===== src/rtl/spdif_tx_core.sv =====
// IEC 60958 transmitter: stereo-pair FIFO, subframe builder (preambles, audio, V/U/C/P)
// and biphase-mark line coder paced by an external unit-interval tick.
module spdif_tx_core #(
  parameter int SAMPLE_W   = 24,
  parameter int FIFO_DEPTH = 8,
  parameter int CS_W       = 40
) (
  input  logic                          clk,
  input  logic                          rst,
  input  logic                          enable,
  input  logic                          ui_tick,
  input  logic                          s_valid,
  output logic                          s_ready,
  input  logic [SAMPLE_W-1:0]           s_left,
  input  logic [SAMPLE_W-1:0]           s_right,
  input  logic [CS_W-1:0]               cs_bits,
  input  logic                          underrun_clr,
  output logic                          underrun,
  output logic [$clog2(FIFO_DEPTH):0]   fifo_level,
  output logic                          block_start,
  output logic                          spdif_tx
);

  localparam int AW  = $clog2(FIFO_DEPTH);
  localparam int PAD = 24 - SAMPLE_W;
  localparam logic [7:0] PRE_B = 8'b11101000;
  localparam logic [7:0] PRE_M = 8'b11100010;
  localparam logic [7:0] PRE_W = 8'b11100100;

  logic [2*SAMPLE_W-1:0] mem [FIFO_DEPTH];
  logic [AW-1:0]         wr_ptr, rd_ptr;
  logic [AW:0]           level_next;
  logic [2*SAMPLE_W-1:0] pop_data;
  logic                  push, pop, load, fifo_empty;

  logic [6:0]  ui_cnt;
  logic [7:0]  frame_cnt, frame_next;
  logic        started;
  logic [23:0] left_q, right_q, aud;
  logic        v_q, c_q, pre_inv_q, c_next;
  logic [4:0]  slot;
  logic [7:0]  pat;
  logic        data_bit, pre_bit, inv, par, tx_next;

  assign fifo_empty = (fifo_level == '0);
  assign push       = s_valid && s_ready;
  // ui_cnt holds the UI the next tick will drive; a load refills the hold regs for the next frame
  assign load       = enable && ui_tick && (!started || ui_cnt == 7'd127);
  assign pop        = load && !fifo_empty;
  assign pop_data   = mem[rd_ptr];
  assign frame_next = (!started || frame_cnt == 8'd191) ? 8'd0 : frame_cnt + 8'd1;

  always_comb begin
    c_next = 1'b0;
    for (int i = 0; i < CS_W; i++)
      if (frame_next == 8'(i)) c_next = cs_bits[i];
  end

  always_comb begin
    level_next = fifo_level;
    if (push && !pop)      level_next = fifo_level + 1'b1;
    else if (pop && !push) level_next = fifo_level - 1'b1;
  end

  always_ff @(posedge clk) begin
    if (push) mem[wr_ptr] <= {s_left, s_right};
  end

  always_ff @(posedge clk) begin
    if (rst) begin
      wr_ptr     <= '0;
      rd_ptr     <= '0;
      fifo_level <= '0;
      s_ready    <= 1'b1;
    end else begin
      if (push) wr_ptr <= wr_ptr + 1'b1;
      if (pop)  rd_ptr <= rd_ptr + 1'b1;
      fifo_level <= level_next;
      s_ready    <= (level_next != (AW+1)'(FIFO_DEPTH));
    end
  end

  assign slot = ui_cnt[5:1];
  assign aud  = ui_cnt[6] ? right_q : left_q;
  assign par  = ^{aud, v_q, c_q};
  assign pat  = ui_cnt[6] ? PRE_W : ((frame_cnt == 8'd0) ? PRE_B : PRE_M);
  assign pre_bit = pat[3'd7 - ui_cnt[2:0]];
  assign inv  = (ui_cnt[2:0] == 3'd0) ? spdif_tx : pre_inv_q;

  always_comb begin
    data_bit = 1'b0;
    if (slot >= 5'd4 && slot <= 5'd27) data_bit = aud[slot - 5'd4];
    else if (slot == 5'd28)            data_bit = v_q;
    else if (slot == 5'd30)            data_bit = c_q;
    else if (slot == 5'd31)            data_bit = par;
  end

  always_comb begin
    if (slot < 5'd4)    tx_next = pre_bit ^ inv;
    else if (!ui_cnt[0]) tx_next = ~spdif_tx;
    else                tx_next = data_bit ? ~spdif_tx : spdif_tx;
  end

  always_ff @(posedge clk) begin
    if (rst) begin
      ui_cnt      <= '0;
      frame_cnt   <= '0;
      started     <= 1'b0;
      spdif_tx    <= 1'b0;
      block_start <= 1'b0;
      pre_inv_q   <= 1'b0;
      left_q      <= '0;
      right_q     <= '0;
      v_q         <= 1'b0;
      c_q         <= 1'b0;
    end else if (!enable) begin
      ui_cnt      <= '0;
      frame_cnt   <= '0;
      started     <= 1'b0;
      spdif_tx    <= 1'b0;
      block_start <= 1'b0;
    end else begin
      block_start <= 1'b0;
      if (ui_tick) begin
        spdif_tx    <= tx_next;
        block_start <= (ui_cnt == 7'd0) && (frame_cnt == 8'd0);
        started     <= 1'b1;
        ui_cnt      <= ui_cnt + 7'd1;
        if (ui_cnt[5:0] == 6'd0) pre_inv_q <= spdif_tx;
        if (ui_cnt == 7'd127) frame_cnt <= frame_next;
      end
      if (load) begin
        c_q <= c_next;
        if (pop) begin
          left_q  <= 24'(pop_data[2*SAMPLE_W-1:SAMPLE_W]) << PAD;
          right_q <= 24'(pop_data[SAMPLE_W-1:0]) << PAD;
          v_q     <= 1'b0;
        end else begin
          left_q  <= '0;
          right_q <= '0;
          v_q     <= 1'b1;
        end
      end
    end
  end

  always_ff @(posedge clk) begin
    if (rst)                    underrun <= 1'b0;
    else if (load && fifo_empty) underrun <= 1'b1;
    else if (underrun_clr)      underrun <= 1'b0;
  end

endmodule


===== config.mk =====
export PLATFORM = sky130hd
export DESIGN_NAME = spdif_tx_core
export DESIGN_NICKNAME = d
export VERILOG_FILES = /design/src/rtl/spdif_tx_core.sv
export SDC_FILE = /design/constraint.sdc
export NUM_CORES = 1
export LEC_CHECK = 0
export ABC_CLOCK_PERIOD_IN_PS = 7600
export CAP_MARGIN = 40
export CORE_MARGIN = 5
export CORE_UTILIZATION = 40
export DETAILED_ROUTE_END_ITERATION = 8
export PLACE_DENSITY = 0.69
export RECOVER_POWER = 100
export SYNTH_ARGS = -nofsm -noshare
export SYNTH_HDL_FRONTEND = slang
export SYNTH_SLANG_ARGS = --single-unit

===== constraint.sdc =====
create_clock -name clk -period 7.6 [get_ports clk]
set_input_delay 1.9 -clock clk [delete_from_list [all_inputs] [get_ports clk]]
set_output_delay 1.9 -clock clk [all_outputs]
set_load 0.01 [all_outputs]

Word level (Yosys, flattened, before mapping)
Memory sizes are Yosys's and may differ from the RTL's. A register that Yosys moved wholly into a read port is not among the register bits.
Index checks and enable logic that the tools add are counted.
W data, S select, Z words.
{"block": "op_classes", "add_sub_neg": 8, "mul": 0, "div": 0, "magnitude_cmp": 5, "n_eq_ne": 46, "n_shift": 0, "mux": 67, "n_bitwise": 4, "reduce_logical": 29}
{"op": "$eq A8 B5 Y1 const B", "count": 16}
{"op": "$mux W24", "count": 3}
{"op": "$eq A8 B4 Y1 const B", "count": 8}
{"op": "$eq A8 B6 Y1 const B", "count": 8}
{"op": "$mux W1", "count": 55}
{"op": "$eq A8 B3 Y1 const B", "count": 4}
{"op": "$reduce_xor A26 Y1", "count": 1}
{"op": "$eq A8 B2 Y1 const B", "count": 2}
{"op": "$logic_not A8 Y1", "count": 2}
{"op": "$mux W4", "count": 4}
{"op": "$eq A5 B5 Y1 const B", "count": 3}
{"op": "$logic_and A1 B1 Y1", "count": 9}
{"op": "$add A8 B1 Y8 const B", "count": 1}
{"op": "$eq A8 B1 Y1 const B", "count": 1}
{"op": "$eq A8 B8 Y1 const B", "count": 1}
{"op": "$mux W8", "count": 1}
{"op": "$add A7 B1 Y7 const B", "count": 1}
{"op": "$eq A7 B7 Y1 const B", "count": 1}
{"op": "$logic_not A7 Y1", "count": 1}
{"op": "$add A3 B1 Y3 const B", "count": 2}
{"op": "$logic_not A6 Y1", "count": 1}
{"op": "$lt A5 B6 Y1 const B", "count": 1}
{"op": "$mux W3", "count": 2}
{"op": "$reduce_and A2 Y1", "count": 3}
{"op": "other kinds (22)", "count": 28}
{"block": "totals", "reg_bits": 81, "latchBits": 0, "mem_bits_rw": 384, "romBits": 0, "in_bits": 94, "elab_cells": 175, "memories": 1}
{"memory": "mem", "words": 8, "word_bits": 48, "read_ports": 1, "rd_clocked_by_memory_dff": 1, "wr": 1, "line_no": "30", "rtl": "logic [2*SAMPLE_W-1:0] mem [FIFO_DEPTH];"}

Depth between registers and ports, before layout
{"block": "logic_depth", "ltp_word": 44, "depth_mapped": 12, "depth_no_buf": 10}

Worst setup path before layout
OpenSTA, ideal clock, no wires.
{"block": "synth_path", "kind": "input-to-reg", "start": "in s_valid", "end": "mem mem[0][0] (netlist name) (enable)", "setup_ns": 0.573, "t_arrival_ns": 6.618, "required_ns": 7.027, "path_slack_ns": 0.409, "cell_stages": 2, "path_buffers": 0, "path_cell_list": "nand2_1 nor4_1"}
{"block": "synth_via", "elab_chain_cells": 3}
{"element": "from (decl)", "line_no": "12", "rtl": "input logic s_valid,"}
{"element": "$logic_and A1 B1 Y1", "line_no": "46", "rtl": "assign push = s_valid && s_ready;"}
{"element": "$mux W1", "line_no": "66", "rtl": "if (push) mem[wr_ptr] <= {s_left, s_right};"}
{"element": "$mux W1 (implied by the code)", "line_no": "66"}
{"element": "to (decl)", "line_no": "30"}
Every way passes these cells.

Worst setup path after layout
{"block": "layout_path", "start": "in s_valid", "end": "mem mem[6][3] (netlist name) (enable)"}
Same word-level chain as after synthesis.

==> impl_metrics.ini <==
[sta]
finalSetupViolCount = 0
fin_hold_ws_ns = 0.481
slew_headroom_pct = -148
fin_crit_ns = 5.60
setup_tns_ns = 0
drv_slew = 322
post-route-period-util_pct = 73.7
fmax_ghz = 0.179
worst_slew_pin_slew_ns = 3.72
fin_worst_skew_ns = 0.0212
grt_setup_unrepaired = false
hold_viol = 0

[yosys]
yosysWarnings = 0
synth_top_flop_cell = edfxtp_1
syn_area_um2 = 19700
synthArstFlopShare_pct = 0
ys_seq_elements = 468
yosysSeqAreaShare_pct = 67.1
syn-num-nets = 1350
syn_avg_cell_area_um2 = 15.8
syn_inst = 1244
synth_edf_count = 384
synth_cell_types = 73

[critical_path]
r2r-end = mem[6][3]$_DFFE_PP_
rr_startpoint = s_ready$_SDFF_PP1_
r2r_setup_slack_ns = 3.55
startpoint_type = input port
critical_path_class = input port to register
crit_path_cell_trace = dlygate4sd3_1, and2_0, nand2_1, nor2_4, clkbuf_1
endpoint_kind = register
slowest_stage = clkbuf_1
cpPeakStageDelay_ns = 2.37
path_max_fanout = 48
required_ns = 7.71
crit_arrival_ns = 5.70
r2r_cells = 4

[clocking]
clk_path_buf_depth = 3
clkTransAtPathRegs_ns = 0.07
cts_resized = 0
numCtsBuffers = 46
clockRootBuffer = clkbuf_16
cts_setup_buffers = 0
cts_tree = built
hold_buffers = 0
numClockSinks = 468
clk_latency_ns = 0.58
htree_levels = 2

[placement]
io_buffers = 101
dp_hpwl_um = 25100
place_congestion = 0.856
dp.cells = 1950

[grt]
grt_pass1_wl_um = 64800
grt_pass1_vias = 11163
grt_use_met1_pct = 21.2
grtUsageMet2_pct = 25.0
antenna_found_initial = 9
grt_max_degree = 59
grt-ovfl-total = 0
grt.total_usage_pct = 15.3
top_usage_layer = met2
grt_use_met3_pct = 3.04

[flow_run]
maxCapViolCount = 9

[routing]
ant_nets = 0
firstDrtPassIters = 5
wl_um = 41300
drtIter0Drc = 818
drc = 0
via_per_inst = 5.39
vias = 10981
wl_per_cell_um = 20.3

[layout]
num-fill-cells = 4268
area_growth_pct = 15.7
nNetsFinal = 1440
instances_no_fill = 2038
drive_gt1_share_pct = 13.9

[worst_hold_path]
hp-class = register to register
hp-start = underrun$_SDFFE_PP0P_
holdPathEnd = underrun$_SDFFE_PP0P_
min_path_cells = 2

[floorplanning]
die_area_um2 = 53800
boundaryPins = 102
core_area_um2 = 48800
fp-row-count = 81
die_width_um = 232
die_h_um = 232
start_util_pct = 40.3

[power_and_ir_drop]
total_power_mw = 5.76
power_density_nw_per_um2 = 253
leakagePower_nw = 7.16
ir_worst_vdd_mv = 0.198

[run_status]
status = finished, violations left
violations = max-capacitance violations, max-slew violations
registers in the layout, summed over array words and instances (netlist names), named ones only:
register     flops
s_ready          1
underrun         1
pre_inv_q        1
right_q         24
frame_cnt        8
ui_cnt           7
rd_ptr           3
wr_ptr           3
block_start      1
v_q              1
fifo_level       4
spdif_tx         1
mem            384
left_q          24
started          1
c_q              1
kinds of logic (layout without fill, tap and decap cells):
| group | after synthesis | in the layout | share of synthesized area, % |
|---|---|---|---|
| AOI/OAI and AO/OA | 168 | 168 | 5.39 |
| xor gates and xnor gates | 56 | 56 | 2.67 |
| adders and majority gates | 12 | 12 | 0.762 |
| buffers and inverters | 92 | 220 | 2.09 |
| DFF | 468 | 468 | 67.1 |
| muxes | 181 | 181 | 16.0 |
| other | 0 | 2 | 0 |
| and+or+nand+nor | 267 | 267 | 6.04 |
metal layers:
metal / share of wire [%] / up-vias
met3: 5.9 / 71
met4: 2.2 / 6
li1: - / 5052
met2: 48 / 334
met1: 44 / 5518
met5: 0.068 / -
per-stage QoR:
step                      instance area [um2]  setup WS, ns  util, %
after global placement                  21300          2.93     43.7
after floorplan                         19700         0.409        -
after global routing                    22800          1.77     46.6
final                                   22800          2.00     46.7
after CTS                               22900          3.53     46.9
after detailed placement                21400          2.91     43.9
Yosys cell counts, types with 3 or more instances:
master	number	area share (%)
nor2_1	147	2.8
a2111oi_0	4	0.18
inv_1	11	0.21
o21a_1	5	0.19
nor4_1	6	0.19
and2_1	4	0.13
clkbuf_1	52	0.99
o21ai_0	28	0.71
dfxtp_1	84	8.5
mux2i_1	72	3.7
buf_1	5	0.095
nand4_1	9	0.29
o21ai_1	5	0.13
a22oi_1	4	0.15
nand2_1	32	0.61
a41oi_1	3	0.13
nor2b_1	5	0.16
nand3b_1	3	0.11
nand2b_1	5	0.16
nand3_1	22	0.56
a21oi_1	73	1.9
ha_1	12	0.76
buf_6	3	0.17
o211ai_1	6	0.23
buf_2	14	0.36
a311oi_1	3	0.13
xor2_1	27	1.2
edfxtp_1	384	59
or3_1	4	0.13
a32oi_1	3	0.13
a21boi_0	3	0.11
and3_1	4	0.13
mux4_2	105	12
nor3_1	19	0.48
xnor2_1	26	1.2
worst max-delay path, delay by kind of cell:
family	cells	cell delay, ns
buf+inv	2	2.92
simple gates	3	0.85
power by group:
group | total, mW | switching [mW] | internal [mW]
combinational | 0.633 | 0.313 | 0.320
sequential | 2.95 | 0.0710 | 2.88
clock | 2.17 | 0.939 | 1.23
worst max path at each step:
stage / startpoint / endpoint / slack [ns]
2_1_floorplan: s_valid / mem[0][0]$_DFFE_PP_ / 0.41
3_3_place_gp: s_valid / mem[5][39]$_DFFE_PP_ / 2.93
3_5_place_dp: s_valid / mem[7][47]$_DFFE_PP_ / 2.91
4_1_cts: s_valid / mem[7][14]$_DFFE_PP_ / 3.53
5_1_grt: s_valid / mem[6][7]$_DFFE_PP_ / 1.77
6_report: s_valid / mem[6][3]$_DFFE_PP_ / 2.00
cell type report:
| type | instances | area, um2 | area share [%] |
|---|---|---|---|
| Antenna cell | 2 | 5.00 | 0.0220 |
| Clock buffer | 70 | 1270 | 5.56 |
| Clock inverter | 16 | 176 | 0.774 |
| Inverter | 15 | 56.3 | 0.247 |
| Multi-Input combinational cell | 684 | 6090 | 26.7 |
| Sequential cell | 468 | 13200 | 58.0 |
| Tap cell | 664 | 831 | 3.65 |
| Timing Repair Buffer | 119 | 1140 | 5.00 |
layout by cell type (no fill, tap or decap), drive strengths merged, types with 6 or more instances in the layout:
cell and instances:
a21oi 73, buf 9, clkbuf 80, clkdlybuf4s50 42, clkinv 12, dfxtp 84
dlygate4sd3 58, edfxtp 384, ha 12, inv 16, mux2i 72, mux4 106
nand2 32, nand3 22, nand4 9, nor2 147, nor3 19, nor4 6
o211ai 6, o21ai 33, xnor2 27, xor2 27
No activity file was read; power rests on OpenSTA's default activity.
